==> config.mk <==
export PLATFORM = sky130hd
export DESIGN_NAME = score_update_gen
export DESIGN_NICKNAME = d
export VERILOG_FILES = /design/src/rtl/score_pkg.sv /design/src/rtl/score_points_lut.sv /design/src/rtl/score_update_gen.sv
export SDC_FILE = /design/constraint.sdc
export NUM_CORES = 1
export LEC_CHECK = 0
export ABC_AREA = 1
export CORE_ASPECT_RATIO = 1.1
export CORE_MARGIN = 4
export CORE_UTILIZATION = 34
export CTS_CLUSTER_DIAMETER = 30
export DETAILED_ROUTE_END_ITERATION = 8
export DONT_BUFFER_PORTS = 1
export PLACE_DENSITY = 0.58
export SLEW_MARGIN = 20
export SYNTH_ARGS = -nofsm -noshare
export SYNTH_HDL_FRONTEND = slang
export SYNTH_SLANG_ARGS = --single-unit
export TNS_END_PERCENT = 50
==> constraint.sdc <==
create_clock -name clk -period 3.1 [get_ports clk]
set_clock_uncertainty 0.2 [all_clocks]
set_input_delay 0.465 -clock clk [delete_from_list [all_inputs] [get_ports clk]]
set_output_delay 0.465 -clock clk [all_outputs]
set_load 0.02 [all_outputs]
==> src/rtl/score_pkg.sv <==
// rtl/score_pkg.sv - shared types and constants for the score update producer
// Contents: FSM state enum, default point values, point/emission widths,
//           mothership bonus lookup.
package score_pkg;

  typedef enum logic [1:0] {
    IDLE  = 2'd0,
    RUN   = 2'd1,
    DRAIN = 2'd2
  } state_e;

  localparam int DEF_PTS_TOP = 30;
  localparam int DEF_PTS_MID = 20;
  localparam int DEF_PTS_LOW = 10;
  localparam int DEF_ACC_W   = 12;
  localparam int SCORE_UPD_W = 8;
  // Largest single-cycle sum is 300 + 2*PTS_TOP, which fits in 10 bits.
  localparam int PTS_W       = 10;

  function automatic logic [PTS_W-1:0] ship_points(input logic [1:0] sel);
    logic [PTS_W-1:0] pts;
    case (sel)
      2'd0: pts = 10'd50;
      2'd1: pts = 10'd100;
      2'd2: pts = 10'd150;
      2'd3: pts = 10'd300;
    endcase
    return pts;
  endfunction

endpackage

==> src/rtl/score_points_lut.sv <==
// rtl/score_points_lut.sv - combinational hit-to-points lookup for one cycle
// Ports:
//   alien_hit_i    alien destroyed this cycle
//   alien_row_i    row of the destroyed alien
//   ship_hit_i     mothership destroyed this cycle
//   ship_bonus_i   mothership value select
//   combo_i        double alien points (mothership never doubled)
//   points_o       total points earned this cycle
module score_points_lut
  import score_pkg::*;
#(
  parameter int PTS_TOP = DEF_PTS_TOP,
  parameter int PTS_MID = DEF_PTS_MID,
  parameter int PTS_LOW = DEF_PTS_LOW
) (
  input  logic             alien_hit_i,
  input  logic [2:0]       alien_row_i,
  input  logic             ship_hit_i,
  input  logic [1:0]       ship_bonus_i,
  input  logic             combo_i,
  output logic [PTS_W-1:0] points_o
);

  logic [PTS_W-1:0] alien_pts;
  logic [PTS_W-1:0] ship_pts;

  always_comb begin
    alien_pts = '0;
    if (alien_hit_i) begin
      case (alien_row_i)
        3'd0:       alien_pts = PTS_W'(PTS_TOP);
        3'd1, 3'd2: alien_pts = PTS_W'(PTS_MID);
        default:    alien_pts = PTS_W'(PTS_LOW);
      endcase
      if (combo_i) alien_pts = alien_pts << 1;
    end
    ship_pts = ship_hit_i ? ship_points(ship_bonus_i) : '0;
    points_o = alien_pts + ship_pts;
  end

endmodule

==> src/rtl/score_update_gen.sv <==
// rtl/score_update_gen.sv - turns hit events into once-per-frame score increments
// Optional feature: SCORE_COMBO_EN enables frame-combo doubling of alien points.
// Ports:
//   clk, reset     clock, asynchronous active-high reset
//   startOfFrame   one-cycle frame pulse; emission edge
//   startGame      clears everything and starts accepting hits
//   gameOver       stop accepting hits and drain what is pending
//   alienHit/alienRow, shipHit/shipBonus   hit events
//   scoreUpdate    points for this frame, held for the whole frame
//   busy           points still pending or being presented
//   accOverflow    sticky: accumulator saturated
//   comboActive    alien doubling in effect
module score_update_gen
  import score_pkg::*;
#(
  parameter int PTS_TOP = DEF_PTS_TOP,
  parameter int PTS_MID = DEF_PTS_MID,
  parameter int PTS_LOW = DEF_PTS_LOW,
  parameter int ACC_W   = DEF_ACC_W
) (
  input  logic                   clk,
  input  logic                   reset,
  input  logic                   startOfFrame,
  input  logic                   startGame,
  input  logic                   gameOver,
  input  logic                   alienHit,
  input  logic [2:0]             alienRow,
  input  logic                   shipHit,
  input  logic [1:0]             shipBonus,
  output logic [SCORE_UPD_W-1:0] scoreUpdate,
  output logic                   busy,
  output logic                   accOverflow,
  output logic                   comboActive
);

  localparam int MAX_EMIT = (1 << SCORE_UPD_W) - 1;

  state_e                 state_q, state_d;
  logic [ACC_W-1:0]       pending_q, pending_d;
  logic [SCORE_UPD_W-1:0] score_q, score_d;
  logic                   ovf_q, ovf_d;

  logic [PTS_W-1:0]       pts;
  logic [PTS_W-1:0]       add;
  logic [ACC_W-1:0]       emit;
  logic [ACC_W-1:0]       base;
  logic [ACC_W:0]         sum;
  logic                   combo_on;

  score_points_lut #(
    .PTS_TOP (PTS_TOP),
    .PTS_MID (PTS_MID),
    .PTS_LOW (PTS_LOW)
  ) u_lut (
    .alien_hit_i  (alienHit),
    .alien_row_i  (alienRow),
    .ship_hit_i   (shipHit),
    .ship_bonus_i (shipBonus),
    .combo_i      (combo_on),
    .points_o     (pts)
  );

`ifdef SCORE_COMBO_EN
  logic [1:0] combo_q, combo_d;
  logic       frame_hit_q, frame_hit_d;
  logic       alien_taken;

  // The SOF-cycle hit belongs to the frame that starts at this edge.
  always_comb begin
    alien_taken = alienHit && (state_q == RUN);
    combo_d     = combo_q;
    frame_hit_d = frame_hit_q | alien_taken;
    if (startOfFrame) begin
      combo_d     = frame_hit_q ? ((combo_q == 2'd3) ? 2'd3 : combo_q + 2'd1) : 2'd0;
      frame_hit_d = alien_taken;
    end
    if (startGame) begin
      combo_d     = '0;
      frame_hit_d = 1'b0;
    end
  end

  always_ff @(posedge clk or posedge reset) begin
    if (reset) begin
      combo_q     <= '0;
      frame_hit_q <= 1'b0;
    end else begin
      combo_q     <= combo_d;
      frame_hit_q <= frame_hit_d;
    end
  end

  assign combo_on = (combo_q == 2'd3);
`else
  assign combo_on = 1'b0;
`endif

  always_comb begin
    state_d   = state_q;
    pending_d = pending_q;
    score_d   = score_q;
    ovf_d     = ovf_q;

    emit = (pending_q > ACC_W'(MAX_EMIT)) ? ACC_W'(MAX_EMIT) : pending_q;
    // Subtract the emitted amount first so same-cycle hits land in the next frame.
    base = startOfFrame ? (pending_q - emit) : pending_q;
    add  = (state_q == RUN) ? pts : '0;
    sum  = {1'b0, base} + (ACC_W+1)'(add);

    if (sum[ACC_W]) begin
      pending_d = '1;
      ovf_d     = 1'b1;
    end else begin
      pending_d = sum[ACC_W-1:0];
    end

    if (startOfFrame) score_d = (state_q == IDLE) ? '0 : emit[SCORE_UPD_W-1:0];

    case (state_q)
      IDLE:    state_d = IDLE;
      RUN:     if (gameOver) state_d = DRAIN;
      DRAIN:   if (startOfFrame && (pending_q == '0)) state_d = IDLE;
      default: state_d = IDLE;
    endcase

    if (startGame) begin
      state_d   = RUN;
      pending_d = '0;
      score_d   = '0;
      ovf_d     = 1'b0;
    end
  end

  always_ff @(posedge clk or posedge reset) begin
    if (reset) begin
      state_q   <= IDLE;
      pending_q <= '0;
      score_q   <= '0;
      ovf_q     <= 1'b0;
    end else begin
      state_q   <= state_d;
      pending_q <= pending_d;
      score_q   <= score_d;
      ovf_q     <= ovf_d;
    end
  end

  assign scoreUpdate = score_q;
  assign busy        = (pending_q != '0) || (score_q != '0);
  assign accOverflow = ovf_q;
  assign comboActive = combo_on;

endmodule
; ---- After elaboration in Yosys (flattened, before gate mapping)
; Index checks and enable logic that the tools add are counted.
[word_totals]
output_inout_bits = 11
inputBits = 12
regBits = 23
wordCells = 47
[classes]
eq_ne = 9
reduce_logical = 12
add_sub_neg = 3
n_lt_le_gt_ge = 1
mux = 18
[ops]
columns = cell, n
row1 = two-way mux 12 bit, 4
row2 = one-hot mux 10 bit (4 select lines), 1
row3 = two-way mux 8 bit, 3
row4 = two-way mux 10 bit, 2
row5 = adder 12 x 10 -> 13 bit, 1
row6 = "greater-than comparator 12 x 8 -> 1 bit, second input constant", 1
row7 = zero test 12 bit, 1
row8 = nonzero test 12 bit, 1
row9 = subtractor 12 bit, 1
row10 = adder 10 bit, 1
row11 = one-hot mux 5 bit (2 select lines), 1
row12 = nonzero test 8 bit, 1
row13 = "equality test 2 bit, second input constant", 3
row14 = two-way mux 2 bit, 3
row15 = "!= test 3 bit, second input constant", 2
row16 = two-way mux 5 bit, 1
row17 = "equality test 2 x 1 -> 1 bit, second input constant", 2
row18 = zero test 2 bit, 2
row19 = one-hot mux 2 bit (2 select lines), 1
row20 = nonzero test 2 bit, 2
row21 = "equality test 3 x 1 -> 1 bit, second input constant", 1
row22 = "equality test 3 x 2 -> 1 bit, second input constant", 1
row23 = zero test 3 bit, 1
row24 = two-way mux 1 bit, 2
row25 = other kinds (4), 4

; ---- Logic depth before layout (Yosys ltp)
; Gate-level depths: netlist (run 1).
[depth]
ltp_word = 9
mapped_depth = 22
mapped_depth_nobuf = 22

; ---- Hierarchy
; From an unflattened synthesis (run 1), not the netlist that was laid out.
[hier_totals]
hier_cells = 350
hier_area_um2 = 2329.7
[by_module_without_submodules]
columns = module, instances, seq_area_each_um2, cells_each, area_each_um2
row1 = score_update_gen, 1, 575.6, 284, 1969.4
row2 = score_points_lut, 1, 0.0, 66, 360.3

; ---- Least setup slack after synthesis (run 1)
; No wires, ideal clock.
[synth_timing]
path_type = input port to flip-flop
startpoint = in alienRow[0]
endpoint = reg pending_q[11]
setup_ns = 0.132
required_time_ns = 2.768
stages = 20
arrival_ns = 2.979
path_slack_ns = -0.210
path_buffers = 0
path_cell_list = inv_1 or2_2 a21oi_1 nor2_1 ha_1 inv_1 nor2_1 nor2_1 nor2_1 or2_2 a211oi_1 ha_1 nand2_1 nor2_1 nand3_1 o2111ai_2 nor2_1 nand3_1 nand2_1 nor2_1
[synth_between]
elab_chain_len = 9
elab_cells_between_ends = 11
classes_between = 2 x add/sub / 2 x eq/ne / 5 x mux / 2 x reduce/logical
[synth_rtl]
columns = element, line
row1 = "start, declared", score_update_gen.sv:27  ; input logic [2:0] alienRow,
row2 = equality test 3 x 1 -> 1 bit / equality test 3 x 2 -> 1 bit (equally long branches), score_points_lut.sv:30  ; case (alien_row_i)
row3 = OR reduction 2 bit, score_points_lut.sv:30
row4 = one-hot mux 5 bit (2 select lines) (*), score_points_lut.sv:30
row5 = two-way mux 5 bit (*), score_points_lut.sv:29  ; if (alien_hit_i) begin
row6 = adder 10 bit (*), score_points_lut.sv:38  ; points_o = alien_pts + ship_pts;
row7 = two-way mux 10 bit (*), score_update_gen.sv:107  ; add = (state_q == RUN) ? pts : '0;
row8 = adder 12 x 10 -> 13 bit (*), score_update_gen.sv:108  ; sum = {1'b0, base} + (ACC_W+1)'(add);
row9 = two-way mux 12 bit (*), score_update_gen.sv:110  ; if (sum[ACC_W]) begin
row10 = two-way mux 12 bit (*), score_update_gen.sv:126  ; if (startGame) begin
row11 = named net pending_d[11], score_update_gen.sv:39  ; logic [ACC_W-1:0] pending_q, pending_d;
row12 = "end signal, assigned", score_update_gen.sv:142  ; pending_q <= pending_d;
row13 = "end, declared", score_update_gen.sv:39
; The timed path passes the listed nets; every way through them passes the cells marked *.
; A chain may end at the register's enable or synchronous reset.

; ---- Final worst setup path (run 1)
[layout_timing]
startpoint = in alienRow[1]
endpoint = reg pending_q[0]
[layout_between]
elab_chain_len = 9
elab_cells_between_ends = 11
classes_between = 2 x add/sub / 2 x eq/ne / 5 x mux / 2 x reduce/logical
[layout_rtl]
columns = element, line
row1 = equality test 3 x 1 -> 1 bit / equality test 3 x 2 -> 1 bit (equally long branches), score_points_lut.sv:30
row2 = OR reduction 2 bit, score_points_lut.sv:30
row3 = one-hot mux 5 bit (2 select lines) (*), score_points_lut.sv:30
row4 = two-way mux 5 bit (*), score_points_lut.sv:29
row5 = adder 10 bit (*), score_points_lut.sv:38
row6 = two-way mux 10 bit (*), score_update_gen.sv:107
row7 = adder 12 x 10 -> 13 bit (*), score_update_gen.sv:108
row8 = two-way mux 12 bit (*), score_update_gen.sv:110
row9 = two-way mux 12 bit (*), score_update_gen.sv:126
; Every way passes the cells marked *; elsewhere a longest branch is shown, timed or not.

==> flow_summary.yaml, run 1 <==
cts:
  tritoncts: "built"
  cts_inserted_buffers: 3
  cts.sinks: 23
  root_buffer: "clkbuf_8"
  path_clk_slew_ps: 80
  clk_latency_ps: 270
  postCtsHoldBufs: 0
  cts_max_path_buffers: 2
  cts-htree-levels: 1
die:
  io-pin-count: 23
  die_h_um: 87.0
  die_area_mm2: 0.00695
  fp.dieW_um: 79.8
  core_area_mm2: 0.00543
  rows: 28
  initial_core_util: 0.355
logic_synthesis:
  yosys_warnings: 0
  synth_compound_area_frac: 0.165
  netlist_top_cells_area: "dfrtp_1, ha_1, nand2_1"
  ys_types: 39
  synth_area_per_cell_um2: 7.31
  syn-cell-area_mm2: 0.00193
  synth.top_cell.area_share: 0.298
  async_flop_share: 1.00
  synth_top_family_by_area: "simple AND/OR/NAND/NOR gates"
  ys_ff_latch: 23
  synth_xor_area_frac: 0.0545
  seq_area_frac_synth: 0.298
  synth-simple-area-share: 0.288
  synthMuxAreaShare: 0
  synth.largest_area_cell: "dfrtp_1"
  synth_flop_cell: "dfrtp_1"
  synth-adder-area-share: 0.112
  synth_cells: 264
  synth_edf_count: 0
sta:
  timing.hold.ws_ps: 43.5
  slew_viol_final: 0
  slew_headroom: 0.426
  fin_crit_sh: 0.989
  rsz0062_at_grt: "true"
  fin_crit_ps: 3070
  fin_ws_ps: 33.6
  setup_viol: 0
  fmax_mhz: 326
  hold_viol_final: 0
  worst_pin_slew_ps: 859
critical_path:
  cp_slowest_cell: "ha_4"
  cp_top_family: "simple AND/OR/NAND/NOR gates"
  required_ps: 3050
  reg2regPathDepth: 18
  worstPathCellList: "or2_4 > a21oi_2 > nor2_2 > ha_1 > inv_2 > nor2_4 > nor2_1 > nor2_1 > or2_4 > a21oi_4 > a211oi_4 > ha_4 > nand2_1 > nor2_2 > nand3_2 > o2111ai_4 > nand3_4 > nand2_1 > nand3_1"
  cp_slowest_stage_delay_ps: 300
  crit_cells: 19
  critical_path_buf_inv_count: 1
  path_class: "input pin to flop"
  arrival_ps: 3020
  path_max_fanout: 8
  start_kind: "input pin"
  cp-end-kind: "flop"
grt:
  grt_pass1_wl_mm: 8.14
  grt_max_degree: 24
  grt_use_total: 0.146
  antenna_found_initial: 0
  grt_pass1_vias: 1853
  overflow: 0
layout:
  syn_to_final_growth_pct: 27.8
  drive_gt1_frac: 0.281
  final_nets: 321
  final_area_mm2: 0.00247
  final_common_cell: "nand2_1"
  layout_common_cells: "nand2_1, inv_1, buf_4, nor2_1, dfrtp_1"
  finalNonFillerCells: 367
  n_antenna_cell: 0
power_and_ir_drop:
  power.switching_mw: 1.08
  seq_power_share: 0.217
  p_comb_frac: 0.699
  p_int_mw: 1.18
  vdd_ir_drop_max_mv: 0.296
  leakagePower_nw: 1.14
  p_per_area_mw_per_mm2: 917
  sw_frac_of_total: 0.476
  pwr-share-clk: 0.083
place:
  dp.cells: 360
  globalplace.congestion: 0.825
  place_worst_setup_slack_ps: -230
  hpwl_mm: 3.58
  port_buffers: 0
  placed_cell_area_mm2: 0.00223
detailed_routing:
  drt_iter0_markers: 84
  drt_pass1_iterations: 4
  dr_total_vias: 1800
  vias_per_cell: 4.90
  wire_per_inst_um: 12.7
  ant_nets: 0
  routed_wl_mm: 4.65
  drc: 0
worst_hold_path:
  hp-class: "input pin to flop"
  min_path_cells: 1
status:
  status: "finished, final reports clean"
run:
  maxCapViolations: 0
Yosys cell counts, types with 3 or more instances:
master     n
dfrtp_1   23
a21oi_1   26
clkbuf_1   3
o21ai_0   15
xor2_1     4
inv_1     31
nand3_1   22
ha_1      14
xnor2_1    8
nand2_1   42
nor2_1    28
nand4_1    8
nor3_1     5
or2_2      3
stage by stage:
stage,total power [mW],TNS [ps],util
detailed placement,1.86,-2380,0.411
floorplan,1.46,-331,-
global route,2.49,-836,0.454
CTS,2.08,0,0.422
finish,2.26,0,0.454
global placement,1.85,-1890,0.411
registers in the layout, indices dropped and copies added (netlist names):
name         cells
state_q          2
accOverflow      1
pending_q       12
scoreUpdate      8
worst reg2reg max path, cell delays in order, from the launching register on:
cell and delay [ps]:
dfrtp_1 440, nor2_4 140, nand2_4 80, inv_1 70
nor2_1 60, inv_1 100, ha_4 160, nand3_2 100
a21oi_2 140, xnor2_1 150, inv_1 110, ha_4 290
nand2_1 80, nor2_2 140, nand3_2 110, o2111ai_4 160
nand3_4 160, nand2_1 100, nand3_1 60
power groups by stage:
stage	clock network, mW	registers [mW]	logic [mW]
after floorplan	0	0.472	0.986
after global placement	0	0.492	1.36
after detailed placement	0	0.491	1.37
after CTS	0.192	0.485	1.41
after global routing	0.203	0.506	1.78
final	0.188	0.491	1.58
cells by family after synthesis:
logic type               count (synthesis)
adder cells (fa/ha/maj)                 16
XOR/XNOR                                12
AND/OR/NAND/NOR                        118
other                                    1
buffers and inverters                   40
AO/OA/AOI/OAI                           54
flip-flops                              23
routing by layer:
metal	track usage	vias to the layer above	part of all wire
met5	0	-	0
met2	0.257	39	0.48
met4	0.0507	0	0.018
met1	0.179	815	0.46
li1	-	937	-
met3	0.0238	9	0.042
final cells by class:
class,count,area [um^2]
multi-input cells,202,1400
well taps,75,93.8
clock buffers,4,45.0
inverters,34,135
fillers,563,2960
flip-flops and latches,23,576
repair buffers,29,221
what timing repair did:
item	CTS	global route
resized for setup	1	37
pin swaps	1	9
setup buffers	1	2
endpoints found under the setup margin	1	13
worst paths after layout:
kind	start	endpoint	slack, ps
max	alienRow[1]	pending_q[0]	30
min	startGame	pending_q[3]	40
max reg2reg	pending_q[9]	pending_q[0]	140
min reg2reg	state_q[0]	state_q[1]	360
max in group asynchronous	reset	pending_q[5]	2110
min in group asynchronous	reset	accOverflow	60
(Power assumes the default switching activity.)
==> run 2, diff against run 1 <==
--- a/config.mk
+++ b/config.mk
@@ -6,13 +6,15 @@
 export NUM_CORES = 1
 export LEC_CHECK = 0
 export ABC_AREA = 1
+export CELL_PAD_IN_SITES_DETAIL_PLACEMENT = 0
+export CELL_PAD_IN_SITES_GLOBAL_PLACEMENT = 1
 export CORE_ASPECT_RATIO = 1.1
 export CORE_MARGIN = 4
-export CORE_UTILIZATION = 34
+export CORE_UTILIZATION = 42
 export CTS_CLUSTER_DIAMETER = 30
 export DETAILED_ROUTE_END_ITERATION = 8
 export DONT_BUFFER_PORTS = 1
-export PLACE_DENSITY = 0.58
+export PLACE_DENSITY = 0.84
 export SLEW_MARGIN = 20
 export SYNTH_ARGS = -nofsm -noshare
 export SYNTH_HDL_FRONTEND = slang
==> run 2 against run 1 <==
Worst hold slack gained 9.9 ps. Critical path type unchanged. Highest routed layer unchanged. Non-clock buffer count shrank 3. Register-to-register slack lost 20 ps. Sequential cell count is the same. Critical path depth grew 1. Fmax grew 1.3%.
==> flow_summary.yaml, run 2 (synthesis results as in run 1) <==
power_and_ir_drop:
  pwr-share-clk: 0.084
  power.switching_mw: 1.03
  p_int_mw: 1.13
  power_mw: 2.15
  vdd_ir_drop_max_mv: 0.283
  p_comb_frac: 0.688
  seq_power_share: 0.228
  p_per_area_mw_per_mm2: 919
  leakagePower_nw: 1.12
  sw_frac_of_total: 0.476
detailed_routing:
  vias_per_cell: 5.24
  dr_total_vias: 1797
  drc: 0
  wire_per_inst_um: 13.0
  drt_iter0_markers: 109
  ant_nets: 0
  drt_pass1_iterations: 4
  routed_wl_mm: 4.45
layout:
  drive_gt1_frac: 0.253
  final_nets: 318
  n_antenna_cell: 0
  top_register: "pending_q"
  final_common_cell: "nand2_1"
  nFillCells: 435
  finalNonFillerCells: 343
  largest_reg_flops: 12
  syn_to_final_growth_pct: 21.5
  layout_common_cells: "nand2_1, inv_1, buf_4, dfrtp_1, nor2_1"
critical_path:
  r2r_start: "pending_q[8]"
  required_ps: 3050
  cp-end-kind: "flop"
  cp_slowest_cell: "ha_1"
  path_max_fanout: 4
  arrival_ps: 2980
  worstPathCellList: "or2_4 > a21oi_2 > nor2_2 > ha_2 > a21oi_2 > nor2_2 > nor2_1 > nor2_1 > or2_4 > a21oi_2 > a211oi_2 > ha_1 > nand2_1 > nor2_2 > nand3_2 > o2111ai_4 > buf_4 > nand3_1 > nand2_1 > nor2_1"
  cp_slowest_stage_delay_ps: 330
  path_class: "input pin to flop"
  reg2regPathDepth: 19
  start_kind: "input pin"
  r2r-end: "pending_q[10]"
  r2r_slack_ps: 120
grt:
  grt_use_total: 0.169
  grt_pass1_vias: 1836
  antenna_found_initial: 0
  grt_max_degree: 24
  grt_pass1_wl_mm: 7.82
  overflow: 0
cts:
  cts.sinks: 23
  cts_inserted_buffers: 3
  cts_max_path_buffers: 2
  postCtsHoldBufs: 0
  cts-htree-levels: 1
  tritoncts: "built"
  root_buffer: "clkbuf_8"
  clk_latency_ps: 260
  path_clk_slew_ps: 80
status:
  status: "finished, final reports clean"
run:
  maxCapViolations: 0
sta:
  rsz0062_at_grt: "true"
  fmax_mhz: 330
  slew_viol_final: 0
  fin_crit_sh: 0.977
  hold_viol_final: 0
  fin_crit_ps: 3030
  slew_headroom: 0.445
  timing.hold.ws_ps: 53.4
  fin_ws_ps: 71.6
  setup_viol: 0
  worst_pin_slew_ps: 831
worst_hold_path:
  hp-class: "input pin to asynchronous set/reset pin"
place:
  dp.cells: 337
  globalplace.congestion: 0.848
  place_worst_setup_slack_ps: -247
  port_buffers: 0
  hpwl_mm: 3.55
die:
  io-pin-count: 23
  rows: 25
  die_area_mm2: 0.00574
  core_area_mm2: 0.00438
  die_h_um: 79.1
  fp.dieW_um: 72.6
  initial_core_util: 0.441
[run 2: worst max-delay path: cells and delay by family]
kind,cells,cell delay [ps]
compound gates,5,580
fa+ha+maj,2,510
buf+inv,1,170
simple gates,12,1270
[run 2: worst max path at each step]
stage | from | endpoint | depth (start not counted)
after CTS | pending_q[9] | pending_q[9] | 19
final | alienRow[1] | pending_q[10] | 20
after detailed placement | alienRow[0] | pending_q[0] | 20
after global placement | alienRow[0] | pending_q[0] | 20
after global routing | alienRow[0] | pending_q[0] | 20
after floorplan | alienRow[1] | pending_q[0] | 19
[run 2: what timing repair did]
action	in CTS	in global routing
hold endpoints to repair	0	0
endpoints found under the setup margin	0	13
buffers inserted	0	2
gates resized for setup	0	25
[run 2: area by class of cell]
cell class | count | area [um^2] | share of cell area
Tap cell | 54 | 67.6 | 0.0288
Multi-Input combinational cell | 202 | 1330 | 0.566
Sequential cell | 23 | 576 | 0.246
Inverter | 34 | 133 | 0.0566
Clock buffer | 4 | 45.0 | 0.0192
Timing Repair Buffer | 26 | 195 | 0.0833
[run 2: power by group through the flow]
stage | clock network [mW] | logic, mW | registers, mW
6_report | 0.180 | 1.48 | 0.491
5_1_grt | 0.201 | 1.67 | 0.503
3_5_place_dp | 0 | 1.37 | 0.490
4_1_cts | 0.187 | 1.38 | 0.484
2_1_floorplan | 0 | 0.986 | 0.472
3_3_place_gp | 0 | 1.35 | 0.489
[run 2: per-layer routing]
metal  GRT usage  share of wire  vias to the layer above
li1            -              -                      934
met1       0.206           0.45                      820
met2       0.303           0.50                       36
met3      0.0215          0.036                        7
met4      0.0517          0.018                        0
met5           0              0                        -
[run 2: through the flow]
stage | instance area (um^2) | TNS [ps] | utilization
global route | 2340 | -904 | 0.535
finish | 2340 | 0 | 0.535
CTS | 2240 | 0 | 0.511
global placement | 2190 | -1940 | 0.501
floorplan | 1970 | -331 | -
detailed placement | 2190 | -2500 | 0.501
